===== src/rtl/register_file.sv =====
// register_file: multi-entry register file with one write port and two
// independent registered read ports (1-cycle read latency).
// Optional feature macro: REGISTER_FILE_BYPASS_EN
//   defined   -> a read of the address being written in the same cycle
//                returns the new write data (write-first)
//   undefined -> such a read returns the entry's pre-write value (read-first)
// Reset is synchronous and active-low; addresses >= REG_COUNT are ignored
// for writes and read back as zero.
module register_file #(
  parameter int                   BIT_WIDTH   = 32,
  parameter int                   REG_COUNT   = 16,
  parameter logic [BIT_WIDTH-1:0] RESET_VALUE = '0,
  localparam int                  ADDR_W      = (REG_COUNT > 1) ? $clog2(REG_COUNT) : 1
) (
  input  logic                 clk,
  input  logic                 reset,
  input  logic                 wr_en,
  input  logic [ADDR_W-1:0]    wr_addr,
  input  logic [BIT_WIDTH-1:0] wr_data,
  input  logic                 rd0_en,
  input  logic [ADDR_W-1:0]    rd0_addr,
  output logic [BIT_WIDTH-1:0] rd0_data,
  output logic                 rd0_valid,
  input  logic                 rd1_en,
  input  logic [ADDR_W-1:0]    rd1_addr,
  output logic [BIT_WIDTH-1:0] rd1_data,
  output logic                 rd1_valid
);

  // Entry count expressed at address width + 1 so the range compare is exact.
  localparam logic [ADDR_W:0] COUNT_W = REG_COUNT[ADDR_W:0];

  // True when the address selects an implemented entry.
  function automatic logic in_range(input logic [ADDR_W-1:0] addr);
    return ({1'b0, addr} < COUNT_W);
  endfunction

  logic [BIT_WIDTH-1:0] mem_q [REG_COUNT];
  logic [BIT_WIDTH-1:0] mem_d [REG_COUNT];

  logic [BIT_WIDTH-1:0] rd0_data_q, rd0_data_d;
  logic [BIT_WIDTH-1:0] rd1_data_q, rd1_data_d;
  logic                 rd0_valid_q, rd0_valid_d;
  logic                 rd1_valid_q, rd1_valid_d;

  logic                 wr_hit_s;
  logic [BIT_WIDTH-1:0] rd0_mem_s, rd1_mem_s;
  logic [BIT_WIDTH-1:0] rd0_sel_s, rd1_sel_s;

  // A write only lands when it targets an implemented entry.
  assign wr_hit_s = wr_en & in_range(wr_addr);

  // Stored value seen by each read port; unimplemented addresses read as zero.
  assign rd0_mem_s = in_range(rd0_addr) ? mem_q[rd0_addr] : {BIT_WIDTH{1'b0}};
  assign rd1_mem_s = in_range(rd1_addr) ? mem_q[rd1_addr] : {BIT_WIDTH{1'b0}};

`ifdef REGISTER_FILE_BYPASS_EN
  // Write-first: forward the in-flight write data on a same-address read.
  assign rd0_sel_s = (wr_hit_s && (rd0_addr == wr_addr)) ? wr_data : rd0_mem_s;
  assign rd1_sel_s = (wr_hit_s && (rd1_addr == wr_addr)) ? wr_data : rd1_mem_s;
`else
  // Read-first: a same-address read sees the value before this cycle's write.
  assign rd0_sel_s = rd0_mem_s;
  assign rd1_sel_s = rd1_mem_s;
`endif

  // Next-state for the storage array and both read ports.
  always_comb begin
    mem_d       = mem_q;
    rd0_data_d  = rd0_data_q;
    rd0_valid_d = 1'b0;
    rd1_data_d  = rd1_data_q;
    rd1_valid_d = 1'b0;

    if (wr_hit_s) begin
      mem_d[wr_addr] = wr_data;
    end else begin
      mem_d = mem_q;
    end

    if (rd0_en) begin
      rd0_data_d  = rd0_sel_s;
      rd0_valid_d = 1'b1;
    end else begin
      rd0_data_d  = rd0_data_q;
      rd0_valid_d = 1'b0;
    end

    if (rd1_en) begin
      rd1_data_d  = rd1_sel_s;
      rd1_valid_d = 1'b1;
    end else begin
      rd1_data_d  = rd1_data_q;
      rd1_valid_d = 1'b0;
    end
  end

  // State registers; synchronous reset wins over any write or read request.
  always_ff @(posedge clk) begin
    if (!reset) begin
      for (int i = 0; i < REG_COUNT; i++) begin
        mem_q[i] <= RESET_VALUE;
      end
      rd0_data_q  <= {BIT_WIDTH{1'b0}};
      rd0_valid_q <= 1'b0;
      rd1_data_q  <= {BIT_WIDTH{1'b0}};
      rd1_valid_q <= 1'b0;
    end else begin
      mem_q       <= mem_d;
      rd0_data_q  <= rd0_data_d;
      rd0_valid_q <= rd0_valid_d;
      rd1_data_q  <= rd1_data_d;
      rd1_valid_q <= rd1_valid_d;
    end
  end

  assign rd0_data  = rd0_data_q;
  assign rd0_valid = rd0_valid_q;
  assign rd1_data  = rd1_data_q;
  assign rd1_valid = rd1_valid_q;

endmodule


===== config.mk =====
export PLATFORM = sky130hd
export DESIGN_NAME = register_file
export DESIGN_NICKNAME = d
export VERILOG_FILES = /design/src/rtl/register_file.sv
export SDC_FILE = /design/constraint.sdc
export NUM_CORES = 1
export LEC_CHECK = 0
export ABC_AREA = 1
export BUFFER_PORTS_ARGS = -buffer_cell sky130_fd_sc_hd__buf_4
export CAP_MARGIN = 15
export CORE_ASPECT_RATIO = 1.2
export CORE_MARGIN = 3
export CORE_UTILIZATION = 40
export CTS_CLUSTER_DIAMETER = 80
export DETAILED_ROUTE_END_ITERATION = 10
export PLACE_DENSITY = 0.53
export SYNTH_ARGS = -nofsm -noshare
export SYNTH_HDL_FRONTEND = slang
export SYNTH_SLANG_ARGS = --single-unit

===== constraint.sdc =====
create_clock -name clk -period 2.15 [get_ports clk]
set_clock_uncertainty 0.1 [all_clocks]
set_input_delay 0.1075 -clock clk [delete_from_list [all_inputs] [get_ports clk]]
set_output_delay 0.1075 -clock clk [all_outputs]
set_load 0.02 [all_outputs]

==> results.py <==
metrics = {
    "run_status": {
        "outcome": "completed",
    },
    "setup_path": {
        "required_ns": 2.59,
        "start_kind": "input pin",
        "cp-end-kind": "register",
        "slowest_stage": "inv_2",
        "crit_buf_inv": 4,
        "timing.rr.end": "rd1_data[12]$_SDFFE_PN0P_",
        "worst-path-max-fanout": 32,
        "path_class": "in2reg",
        "slowest_delay_ns": 0.73,
        "cp_top_family": "buffers and inverters",
        "r2r_cells": 8,
        "crit_chain": "dlygate4sd3_1 -> buf_4 -> nand2_1 -> inv_2 -> nand2_1 -> nor2_4 -> inv_2 -> nor2_1 -> nor2_1",
        "r2r-start": "mem_q[332]$_SDFFE_PN0P_",
        "reg2reg_slack_ns": 0.83,
        "cp_data_arrival_time_ns": 2.17,
    },
    "timing": {
        "rsz0062_at_grt": "false",
        "worst_slack_ns": 0.4223,
        "finalSetupTns_ns": 0,
        "fin_crit_ns": 1.728,
        "whs_ns": 0.04609,
        "fmax_mhz": 578.8,
        "tightest_slew_ns": 1.095,
        "period_share_pct": 80.36,
        "relSlewSlack_pct": 26.90,
        "finalHoldViolCount": 0,
        "finalMaxSlewViolations": 0,
        "setup_viol_count_final": 0,
    },
    "placed_design": {
        "hpwl_um": 76010,
        "dp_cells": 5777,
        "post_dp_cell_area_sq_mm": 0.03215,
        "port_buffers": 114,
        "dp_slack_ns": 0.3744,
        "gp_congestion": 0.8287,
    },
    "routing": {
        "wire_per_inst_um": 22.04,
        "routed_wl_um": 131000,
        "vias": 32750,
        "postRouteAntennaNets": 0,
        "drt-vias-per-instance": 5.512,
        "drt-pass1-iter-count": 6,
        "drt_iter0_markers": 3764,
        "route.detailed.drc": 0,
    },
    "synth": {
        "synth-xor-area-share_pct": 0,
        "synth_nets": 5006,
        "ys_top_cells_by_area": "dfxtp_1 (39%), nand2_1 (17%), nand3_1 (14%)",
        "synth_seq_cells": 578,
        "synth_cells": 4957,
        "synth_adder_area_share_pct": 0,
        "synth_top_cell_area_share_pct": 38.51,
        "yosysSeqAreaShare_pct": 38.51,
        "yosysTopAreaCell": "dfxtp_1",
        "yosysWarningCount": 0,
        "synth_mux_area_share_pct": 0,
        "synth-compound-area-share_pct": 10.13,
        "synth.avg_cell_area_sq_um": 6.061,
        "synth_top_family_by_area": "simple AND/OR/NAND/NOR gates",
        "synth_area_sq_mm": 0.03005,
        "synthDistinctLibCells": 14,
        "synth-simple-area-share_pct": 43.08,
    },
    "layout": {
        "synthToLayoutAreaGrowth_pct": 15.62,
        "drive_above_1_share_pct": 7.653,
        "final_cells": 5941,
        "design_area_sq_mm": 0.03474,
        "finalNetCount": 4939,
        "final_util_pct": 46.91,
        "fillers": 7884,
    },
    "floorplan": {
        "die-area_sq_mm": 0.07845,
        "rows": 109,
        "core_region_area_sq_mm": 0.07405,
        "die_w_um": 256.2,
        "start_util_pct": 40.57,
        "die_h_um": 306.2,
        "io_pins": 115,
    },
    "clocking": {
        "clock_sinks": 578,
        "cts_root_buf": "clkbuf_16",
        "cts_tree": "built",
        "htree_levels": 3,
        "clk_latency_ns": 0.61,
        "postCtsSetupRepairBufs": 0,
        "cts.repair.resized": 0,
        "cts.clk_slew.worst_paths_ns": 0.06,
        "cts_hold_buf": 41,
        "cts_max_path_buffers": 3,
        "cts_made_buffers": 69,
    },
    "grt": {
        "track_usage_pct": 32.34,
        "grt_pass1_vias": 30250,
        "grt_pass1_wl_um": 195700,
        "grt_max_degree": 100,
        "gr-total-overflow": 0,
        "antenna_found_initial": 3,
    },
    "pwr": {
        "p_per_area_mw_per_mm2": 759.6,
        "power_mw": 26.39,
        "cellLeakagePower_nw": 14.25,
        "vdd.ir_drop.worst_mv": 0.5567,
    },
    "hold_path": {
        "worstHoldEndpoint": "mem_q[327]$_SDFFE_PN0P_",
        "holdCritStartpoint": "wr_addr[0]",
        "worstHoldPathType": "in2reg",
        "worstHoldPathCells": 6,
    },
    "flow_run": {
        "maxCapViolations": 0,
    },
}
-- power breakdown --
part / total [mW] / internal [mW] / switching, mW / leakage (nW)
clock: 11.6 / 6.72 / 4.88 / 1.08
combinational: 3.54 / 1.09 / 2.45 / 8.48
sequential: 11.2 / 11.0 / 0.228 / 4.69
-- cells by family after synthesis --
logic type      after synthesis
compound gates              608
simple gates               3164
flops                       578
buf+inv                     607
-- how the worst max path moves through the flow --
stage	to	cells after the start	slack (ns)	start
after global routing	mem_q[276]$_SDFFE_PN0P_	9	0.33	wr_addr[1]
final	mem_q[287]$_SDFFE_PN0P_	9	0.42	wr_addr[1]
after CTS	mem_q[60]$_SDFFE_PN0P_	8	0.46	wr_addr[2]
after global placement	rd0_data[23]$_SDFFE_PN0P_	11	0.40	rd0_addr[0]
after floorplan	rd0_data[11]$_SDFFE_PN0P_	10	0.91	rd0_addr[1]
after detailed placement	mem_q[32]$_SDFFE_PN0P_	7	0.37	wr_addr[3]
-- layout by cell type (no fill, tap or decap), types with 5 or more instances in the layout --
master,Yosys,layout
nor2_1,964,963
nand3_2,0,8
clkinv_2,0,17
buf_4,6,177
clkbuf_16,0,73
nor2_4,0,5
inv_2,15,18
o21ai_0,494,494
dfxtp_1,578,578
buf_12,0,55
nand3_1,843,832
clkbuf_1,222,20
inv_1,176,167
o21ai_1,18,18
a21oi_1,96,96
nand2_1,1352,1352
dlygate4sd3_1,0,41
clkbuf_8,0,8
-- cell usage after synthesis --
cell type,count
a21oi_1,96
buf_1,38
buf_2,150
buf_4,6
clkbuf_1,222
dfxtp_1,578
inv_1,176
inv_2,15
nand2_1,1352
nand3_1,843
nor2_1,964
nor2_2,5
o21ai_0,494
o21ai_1,18
-- sequential cells by signal (all words and copies together), names as in the netlist --
signal,cells
rd0_valid,1
mem_q,512
rd0_data,32
rd1_data,32
rd1_valid,1
-- final cells by class --
cell class / count / area, sq um / share of cell area (%)
Antenna cell: 3 / 7.507 / 0.02161
Clock buffer: 101 / 2012 / 5.791
Clock inverter: 19 / 155.1 / 0.4466
Inverter: 191 / 744.5 / 2.143
Multi-Input combinational cell: 3772 / 16090 / 46.32
Sequential cell: 578 / 11570 / 33.31
Tap cell: 999 / 1250 / 3.598
Timing Repair Buffer: 278 / 2908 / 8.370
-- tightest hold or removal path, stage by stage --
cell	delay, ns
buf_4	0.12
inv_1	0.06
nor2_1	0.10
nand3_2	0.17
o21ai_0	0.09
nor2_1	0.07
-- layer usage --
| layer | global-route usage (%) | share of wire, % |
|---|---|---|
| met1 | 43.72 | 43 |
| met2 | 53.12 | 46 |
| met3 | 4.891 | 8.4 |
| met4 | 10.44 | 3.1 |
| met5 | 0 | 0 |
Note: power is estimated with default switching activity, not from simulation.
